### src/rtl/branch_pc_unit_if.sv
// branch_pc_unit_if: decode-side inputs and fetch/status outputs of the branch PC unit
interface branch_pc_unit_if #(
    parameter int PC_W      = 12,
    parameter int DATA_W    = 16,
    parameter int RAS_DEPTH = 4
);
    logic                        exec;
    logic                        stall;
    logic [DATA_W-1:0]           dec_ir;
    logic [PC_W-1:0]             dec_pc;
    logic [3:0]                  szcv;
    logic [PC_W-1:0]             fetch_pc;
    logic                        flush;
    logic                        halting;
    logic                        running;
    logic [$clog2(RAS_DEPTH):0]  ras_count;
    logic                        ras_overflow;
    logic                        ras_underflow;

    modport master (
        output exec, stall, dec_ir, dec_pc, szcv,
        input  fetch_pc, flush, halting, running, ras_count, ras_overflow, ras_underflow
    );

    modport slave (
        input  exec, stall, dec_ir, dec_pc, szcv,
        output fetch_pc, flush, halting, running, ras_count, ras_overflow, ras_underflow
    );
endinterface

### src/rtl/branch_pc_unit.sv
// branch_pc_unit: fetch PC owner resolving B/Bcc/BAL/BR with a circular return-address stack
// and run/halt control; taken branches flush the single wrong-path decode slot.
module branch_pc_unit #(
    parameter int              PC_W      = 12,
    parameter int              DATA_W    = 16,
    parameter int              RAS_DEPTH = 4,
    parameter logic [PC_W-1:0] RESET_PC  = '0
) (
    input logic             clock,
    input logic             reset,
    branch_pc_unit_if.slave bus
);
    localparam int AW = $clog2(RAS_DEPTH);
    localparam int CW = AW + 1;
    localparam logic [1:0] IDLE = 2'd0, RUN = 2'd1, HALTED = 2'd2;

    logic [1:0]        state;
    logic [PC_W-1:0]   pc;
    logic              fl, ovf, unf;
    logic [AW-1:0]     sp;
    logic [CW-1:0]     cnt;
    logic [PC_W-1:0]   ras [RAS_DEPTH];
    logic [DATA_W-1:0] ir;
    logic              s, z, v, unused_c;
    logic              is_cond, cond_true, taken, is_bal, is_br, is_halt;
    logic              active, full, empty, do_push, do_pop, do_halt, br_empty;
    logic [PC_W-1:0]   target, ret_pc, inc;

    assign ir = bus.dec_ir;

    always_comb begin
        s         = bus.szcv[3];
        z         = bus.szcv[2];
        unused_c  = bus.szcv[1];
        v         = bus.szcv[0];
        is_cond   = ir[15:10] == 6'b101110;
        cond_true = ir[9] ? (ir[8] ? !z : (z || (s ^ v))) : (ir[8] ? (s ^ v) : z);
        taken     = ir[15:11] == 5'b10100 || (is_cond && cond_true);
        is_bal    = ir[15:11] == 5'b10110;
        is_br     = ir[15:11] == 5'b10101;
        is_halt   = ir[15:14] == 2'b11 && ir[7:4] == 4'hf;
        full      = cnt == CW'(RAS_DEPTH);
        empty     = cnt == '0;
        // decode is honoured only in RUN, unstalled, and not on the wrong-path slot
        active    = state == RUN && !bus.stall && !fl;
        do_push   = active && is_bal;
        do_pop    = active && is_br && !empty;
        br_empty  = active && is_br && empty;
        do_halt   = active && is_halt;
        target    = bus.dec_pc + {{(PC_W-8){ir[7]}}, ir[7:0]};
        ret_pc    = ras[sp - AW'(1)];
        inc       = pc + PC_W'(1);
    end

    always_ff @(posedge clock or negedge reset) begin
        if (!reset) begin
            state <= IDLE;
            pc    <= RESET_PC;
            fl    <= 1'b0;
            sp    <= '0;
            cnt   <= '0;
            ovf   <= 1'b0;
            unf   <= 1'b0;
        end else if (state != RUN) begin
            if (bus.exec) state <= RUN;
        end else if (!bus.stall) begin
            fl <= active && (taken || is_bal || do_pop);
            pc <= !active ? inc : (taken || is_bal) ? target : do_pop ? ret_pc : do_halt ? pc : inc;
            if (do_halt) state <= HALTED;
            if (do_push) begin
                sp  <= sp + AW'(1);
                cnt <= cnt + CW'(!full);
                ovf <= ovf || full;
            end
            if (do_pop) begin
                sp  <= sp - AW'(1);
                cnt <= cnt - CW'(1);
            end
            if (br_empty) unf <= 1'b1;
        end
    end

    // when full, sp already points at the oldest entry, so a push overwrites it
    always_ff @(posedge clock) begin
        if (do_push) ras[sp] <= bus.dec_pc + PC_W'(1);
    end

    assign bus.fetch_pc      = pc;
    assign bus.flush         = fl;
    assign bus.halting       = state == HALTED;
    assign bus.running       = state == RUN;
    assign bus.ras_count     = cnt;
    assign bus.ras_overflow  = ovf;
    assign bus.ras_underflow = unf;
endmodule

### src/flat_wrapper.sv
// flat-port wrapper written by rule: the top's interface ports become plain ports
module branch_pc_unit_flat 
#(
    parameter int              PC_W      = 12,
    parameter int              DATA_W    = 16,
    parameter int              RAS_DEPTH = 4,
    parameter logic [PC_W-1:0] RESET_PC  = '0
)
  (clock, reset, bus_exec, bus_stall, bus_dec_ir, bus_dec_pc, bus_szcv, bus_fetch_pc, bus_flush, bus_halting, bus_running, bus_ras_count, bus_ras_overflow, bus_ras_underflow);
  branch_pc_unit_if #(.PC_W(PC_W), .DATA_W(DATA_W), .RAS_DEPTH(RAS_DEPTH)) bus_i ();
  input logic clock;
  input logic reset;
  input wire logic [$bits(bus_i.exec)-1:0] bus_exec;
  input wire logic [$bits(bus_i.stall)-1:0] bus_stall;
  input wire logic [$bits(bus_i.dec_ir)-1:0] bus_dec_ir;
  input wire logic [$bits(bus_i.dec_pc)-1:0] bus_dec_pc;
  input wire logic [$bits(bus_i.szcv)-1:0] bus_szcv;
  output wire logic [$bits(bus_i.fetch_pc)-1:0] bus_fetch_pc;
  output wire logic [$bits(bus_i.flush)-1:0] bus_flush;
  output wire logic [$bits(bus_i.halting)-1:0] bus_halting;
  output wire logic [$bits(bus_i.running)-1:0] bus_running;
  output wire logic [$bits(bus_i.ras_count)-1:0] bus_ras_count;
  output wire logic [$bits(bus_i.ras_overflow)-1:0] bus_ras_overflow;
  output wire logic [$bits(bus_i.ras_underflow)-1:0] bus_ras_underflow;
  assign bus_i.exec = bus_exec;
  assign bus_i.stall = bus_stall;
  assign bus_i.dec_ir = bus_dec_ir;
  assign bus_i.dec_pc = bus_dec_pc;
  assign bus_i.szcv = bus_szcv;
  assign bus_fetch_pc = bus_i.fetch_pc;
  assign bus_flush = bus_i.flush;
  assign bus_halting = bus_i.halting;
  assign bus_running = bus_i.running;
  assign bus_ras_count = bus_i.ras_count;
  assign bus_ras_overflow = bus_i.ras_overflow;
  assign bus_ras_underflow = bus_i.ras_underflow;
  branch_pc_unit #(.PC_W(PC_W), .DATA_W(DATA_W), .RAS_DEPTH(RAS_DEPTH), .RESET_PC(RESET_PC)) u_core (.clock(clock), .reset(reset), .bus(bus_i));
endmodule
### config.mk
export PLATFORM = sky130hd
export DESIGN_NAME = branch_pc_unit_flat
export DESIGN_NICKNAME = d
export VERILOG_FILES = /design/src/rtl/branch_pc_unit_if.sv /design/src/rtl/branch_pc_unit.sv /design/src/flat_wrapper.sv
export SDC_FILE = /design/constraint.sdc
export NUM_CORES = 1
export LEC_CHECK = 0
export CORE_ASPECT_RATIO = 0.8
export CORE_MARGIN = 1.5
export CORE_UTILIZATION = 25
export CTS_CLUSTER_SIZE = 10
export DETAILED_ROUTE_END_ITERATION = 10
export GPL_TIMING_DRIVEN = 0
export PLACE_DENSITY = 0.43
export SYNTH_ARGS = -nofsm -noshare
export SYNTH_HDL_FRONTEND = slang
export SYNTH_SLANG_ARGS = --single-unit
### constraint.sdc
create_clock -name clock -period 4.2 [get_ports clock]
set_input_delay 1.26 -clock clock [delete_from_list [all_inputs] [get_ports clock]]
set_output_delay 1.26 -clock clock [all_outputs]
set_load 0.02 [all_outputs]
**Word-level counts from Yosys, hierarchy flattened**

Memory sizes are Yosys's and may differ from the RTL's.
Cells that the tools add are included.

- Register bits after elaboration: 22
- Memory bits (writable): 48
- Logic and storage cells: 77
- Memories kept: 1
- Input port bits: 36
- Output and inout bits: 20

Memory list:

| name | depth | bits a word | rd ports | clocked after Yosys merged registers in | wr ports | line | RTL |
|---|---|---|---|---|---|---|---|
| u_core.ras | 4 | 12 | 1 | 0 | 1 | branch_pc_unit.sv:22 | `logic [PC_W-1:0] ras [RAS_DEPTH];` |

- Multiplexer cells: 17
- Reduce and logical (&&, ||, !) cells: 29
- Equality and inequality tests: 13
- Bitwise gates (word level): 3
- $add $sub $neg: 7

Operators by type and width:

| kind | count |
|---|---|
| $mux 12 | 4 |
| $add 12x1->12 const B | 2 |
| $eq 5x5->1 const B | 3 |
| $reduce_and 3->1 | 5 |
| $add 12x12->12 | 1 |
| $mux 2 | 6 |
| $logic_and 1x1->1 | 10 |
| $eq 6x6->1 const B | 1 |
| $mux 3 | 2 |
| $logic_not 1->1 | 5 |
| $logic_or 1x1->1 | 5 |
| $mux 1 | 5 |
| $eq 2x2->1 const B | 2 |
| $eq 4x4->1 const B | 1 |
| $ne 2x1->1 const B | 2 |
| $ne 4x4->1 const B | 1 |
| $reduce_bool 2->1 | 2 |
| $add 3x1->3 | 1 |
| $eq 3x3->1 const B | 1 |
| $logic_not 3->1 | 1 |
| $sub 3x1->3 const B | 1 |
| $add 2x1->2 const B | 1 |
| $eq 2x1->1 const B | 1 |
| $ne 2x2->1 const B | 1 |
| other kinds (4) | 5 |

**Logic depth before layout (Yosys ltp)**

- Depth in word-level cells: 9
- Gate-level depth with buffers: 9
- Mapped depth without buffers: 9

**Worst setup path before layout**

No wires, ideal clock.

- Kind: input port to flip-flop
- Start point: input bus_stall
- End point: register u_core.cnt[2] (netlist: u_core.bus.ras_count[2])
- Data arrival time: 3.231 ns
- Buffers on the path: 1
- Slack: 0.838 ns
- Data required time: 4.069 ns
- Stages on the path: 8
- Library setup time: 0.131 ns
- Cells stage by stage: or4b_1 > buf_2 > or3_1 > o21a_1 > fa_1 > xor2_1 > nand2_1 > xnor2_1

- Word-level cells in the longest chain between the ends: 7
- Elaborated cells on any way between the ends: 10
- Classes of those cells: mux: 1; bitwise: 1; reduce/logical: 8

RTL lines:

| element | line | RTL |
|---|---|---|
| from (decl) | flat_wrapper.sv:14 | `input wire logic [$bits(bus_i.stall)-1:0] bus_stall;` |
| $logic_not 1->1 | branch_pc_unit.sv:45 | `active = state == RUN && !bus.stall && !fl;` |
| $logic_and 1x1->1 (2 in a row) | branch_pc_unit.sv:45 |  |
| $logic_and 1x1->1 (2 in a row) | branch_pc_unit.sv:47 | `do_pop = active && is_br && !empty;` |
| $reduce_bool 2->1 (no source line) | n/a |  |
| $reduce_and 3->1 (no source line) | n/a |  |
| to (signal assigned) | branch_pc_unit.sv:72 | `cnt <= cnt + CW'(!full);` |
| to (signal assigned) | branch_pc_unit.sv:77 | `cnt <= cnt - CW'(1);` |
| to (decl) | branch_pc_unit.sv:21 | `logic [CW-1:0] cnt;` |

Parallel ways exist; a longest one is shown, timed or not.
A chain may end at the register's enable or synchronous reset.

**Worst setup path after layout**

- Start point: input bus_stall
- End point: register u_core.pc[1] (netlist: u_core.bus.fetch_pc[1])

- Word-level cells in the longest chain between the ends: 8
- Elaborated cells on any way between the ends: 12
- Classes of those cells: eq/ne: 1; mux: 3; bitwise: 1; reduce/logical: 7

RTL lines:

| element | line | RTL |
|---|---|---|
| $logic_not 1->1 | branch_pc_unit.sv:45 |  |
| $logic_and 1x1->1 (2 in a row) | branch_pc_unit.sv:45 |  |
| $logic_and 1x1->1 (2 in a row) | branch_pc_unit.sv:47 |  |
| $mux 12 (3 in a row) | branch_pc_unit.sv:68 | `pc <= !active ? inc : (taken \|\| is_bal) ? target : do_pop ? ret_pc : do_halt ? pc : inc;` |
| to (signal assigned) | branch_pc_unit.sv:68 |  |
| to (decl) | branch_pc_unit.sv:18 | `logic [PC_W-1:0] pc;` |

Parallel ways exist; a longest one is shown, timed or not.

==> impl_metrics.py <==
metrics = {
    "job": {
        "maxCapViolations": 0,
    },
    "routing": {
        "drt_first_pass_iters": 4,
        "drtIter0Drc": 302,
        "drc": 0,
        "routed_wl_mm": 11.0,
        "wl_per_cell_um": 17.8,
        "vias": 2961,
        "ant_nets": 0,
        "vias_per_cell": 4.80,
    },
    "worst_setup_path": {
        "start_kind": "input pin",
        "critPathRequiredTime_ps": 4400,
        "cp_max_fo": 10,
        "crit_path_end_kind": "flop",
        "path_class": "input pin to flop",
        "arrival_ps": 3850,
    },
    "cts": {
        "cts-root-buf": "clkbuf_16",
        "clock_path_buffers": 2,
        "cts_resized": 0,
        "h-tree-depth": 3,
        "cts_sinks": 70,
        "cts_setup_buffers": 0,
        "cts_made_buffers": 9,
        "clk_pin_slew_worst_paths_ps": 60,
        "cts_tree": "yes",
        "ctsHoldBuffers": 0,
        "clk_latency_ps": 340,
    },
    "sta": {
        "slew_violations": 0,
        "skew_ps": 7.39,
        "setup_viol": 0,
        "whs_ps": 462,
        "max-slew-margin-rel_pct": 25.1,
        "fin_tns_setup_ps": 0,
        "worst_pin_slew_ps": 1120,
        "final_hold_viol_count": 0,
        "rsz0062_at_grt": "no",
        "finalCritPeriodShare_pct": 86.8,
        "min_period_ps": 3640,
        "max_freq_ghz": 0.274,
    },
    "floorplan": {
        "dieArea_sq_um": 16700,
        "initial_core_util_pct": 25.4,
        "die_y_um": 116,
        "die_w_um": 144,
        "core-area_sq_um": 15600,
        "io-pin-count": 56,
        "rows": 41,
    },
    "place": {
        "place.gp.congestion": 0.798,
        "portBuffers": 54,
        "dp_cells": 601,
        "place_hpwl_mm": 8.41,
    },
    "synthesis": {
        "seq_area_frac_synth_pct": 50.0,
        "netlist_area_sq_um": 3980,
        "synth_area_leader_cell": "edfxtp_1",
        "syn_inst": 332,
        "synth_nets": 388,
        "ys_async_sr_fraction_pct": 31.4,
        "synth_seq_cells": 70,
        "synth_area_leaders": "edfxtp_1 (36%), dfrtp_1 (14%), mux4_2 (6.8%)",
        "synth_top_area_share_pct": 36.2,
        "synth-edff-count": 48,
        "ys.flop_type": "edfxtp_1",
        "syn_area_per_cell_sq_um": 12.0,
        "synth_common_cells": "edfxtp_1 (48), a21oi_1 (24), dfrtp_1 (22)",
        "yosysWarnings": 0,
        "yosysMostFrequentCell": "edfxtp_1",
        "synth_cell_types": 53,
    },
    "power_and_ir_drop": {
        "ir_drop_mv": 0.217,
        "p_leak_uw": 0.00185,
        "powerDensity_nw_per_um2": 545,
    },
    "finish": {
        "finish.net_count": 453,
        "layout.cells.non_filler": 617,
        "area_delta_synth_final_pct": 27.9,
        "diodes": 0,
        "layout-drive-gt1-share_pct": 8.71,
        "fillCellCount": 1554,
    },
    "global_routing": {
        "antenna_found_initial": 0,
        "grt_pass1_vias": 2896,
        "grt_max_degree": 23,
        "grt-ovfl-total": 0,
        "grt_pass1_wl_mm": 17.1,
        "grt_usage_pct": 14.1,
    },
    "status": {
        "status": "finished, final reports clean",
    },
    "worst_hold_path": {
        "worstHoldPathType": "flop to flop",
    },
}
## worst max-delay path: stages
cell	delay [ps]
clkdlybuf4s50_1	460
or4b_1	520
buf_2	200
nor4_4	640
a21oi_1	320
a211oi_1	340
o31ai_1	100
## where the power goes
group | switching, uW | internal, uW | leakage (uW)
clock network | 312 | 467 | 0.000147
registers | 134 | 831 | 0.000699
logic | 542 | 489 | 0.00100
total | 989 | 1790 | 0.00185
## sequential cells by signal, indices dropped and copies added (netlist names)
register,count
u_core.state,2
u_core.bus.ras_underflow,1
u_core.bus.ras_count,3
u_core.ras,48
u_core.bus.fetch_pc,12
u_core.bus.ras_overflow,1
u_core.bus.flush,1
u_core.sp,2
## cell type report
type                       instances  area (sq um)  share of cell area [%]
clock inverter                     7          77.6                    1.52
inverter                          15          56.3                    1.11
clock buffer                       9           225                    4.42
sequential                        70          1990                    39.1
timing repair buffer              54           541                    10.6
tap                              215           269                    5.28
buffer                             7          30.0                   0.590
multi-input combinational        240          1900                    37.4
## cell usage in the layout (no fill, tap or decap), types with 3 or more instances in the layout
master            n
clkbuf_1          4
xnor2_1          16
ha_1             18
nor2_1           17
nand2b_1          6
edfxtp_1         48
nand2_1          14
a21oi_1          24
clkbuf_16         9
nand4_1           6
o22ai_1           5
a211oi_1         10
buf_2             3
and3_1            9
xor2_1           10
nor2b_1           3
mux4_2           12
o21a_1            8
nand3_1          13
o21ai_0           7
clkdlybuf4s50_1  54
o211a_1           3
and4_1            4
dfrtp_1          22
o31ai_1           3
and2_1            7
inv_6             4
a21o_1            3
nor3_1            6
inv_1            15
## cells by family (layout without fill, tap and decap cells)
family                     after synthesis  count (layout)  share of synthesized area (%)
buffers and inverters                   22              92                           2.17
AOI/OAI and AO/OA                       87              87                           15.1
muxes                                   14              14                           7.29
adders and majority gates               20              20                           6.66
DFF                                     70              70                           50.0
xor gates and xnor gates                26              26                           5.72
and+or+nand+nor                         93              93                           13.0
## worst paths after layout
check / start / to / slack, ps / depth (start not counted)
max: bus_stall / u_core.bus.fetch_pc[1] / 560 / 7
min reg2reg: u_core.bus.ras_underflow / u_core.bus.ras_underflow / 460 / 1
min: u_core.bus.ras_underflow / u_core.bus.ras_underflow / 460 / 1
max in group asynchronous: reset / u_core.bus.fetch_pc[0] / 2000 / 1
min in group asynchronous: reset / u_core.bus.ras_underflow / 1530 / 1
max reg2reg: u_core.sp[0] / u_core.bus.fetch_pc[7] / 1040 / 7
## stage by stage
| step | instance area (sq um) | power, uW | setup WS [ps] | utilization [%] |
|---|---|---|---|---|
| floorplan | 3980 | 1590 | 838 | - |
| global placement | 4790 | 2020 | 217 | 30.6 |
| detailed placement | 4790 | 2020 | 237 | 30.6 |
| CTS | 5090 | 2810 | 587 | 32.6 |
| global route | 5090 | 2940 | 362 | 32.6 |
| finish | 5090 | 2780 | 555 | 32.6 |
## layer usage
metal / vias up / global-route usage [%] / part of all wire [%]
met3: 11 / 3.72 / 4.8
met1: 1456 / 19.5 / 49
met5: - / 0 / 0
met4: 0 / 4.29 / 1.2
met2: 66 / 21.8 / 45
li1: 1428 / - / -
Power figures use the tool's default switching activity.
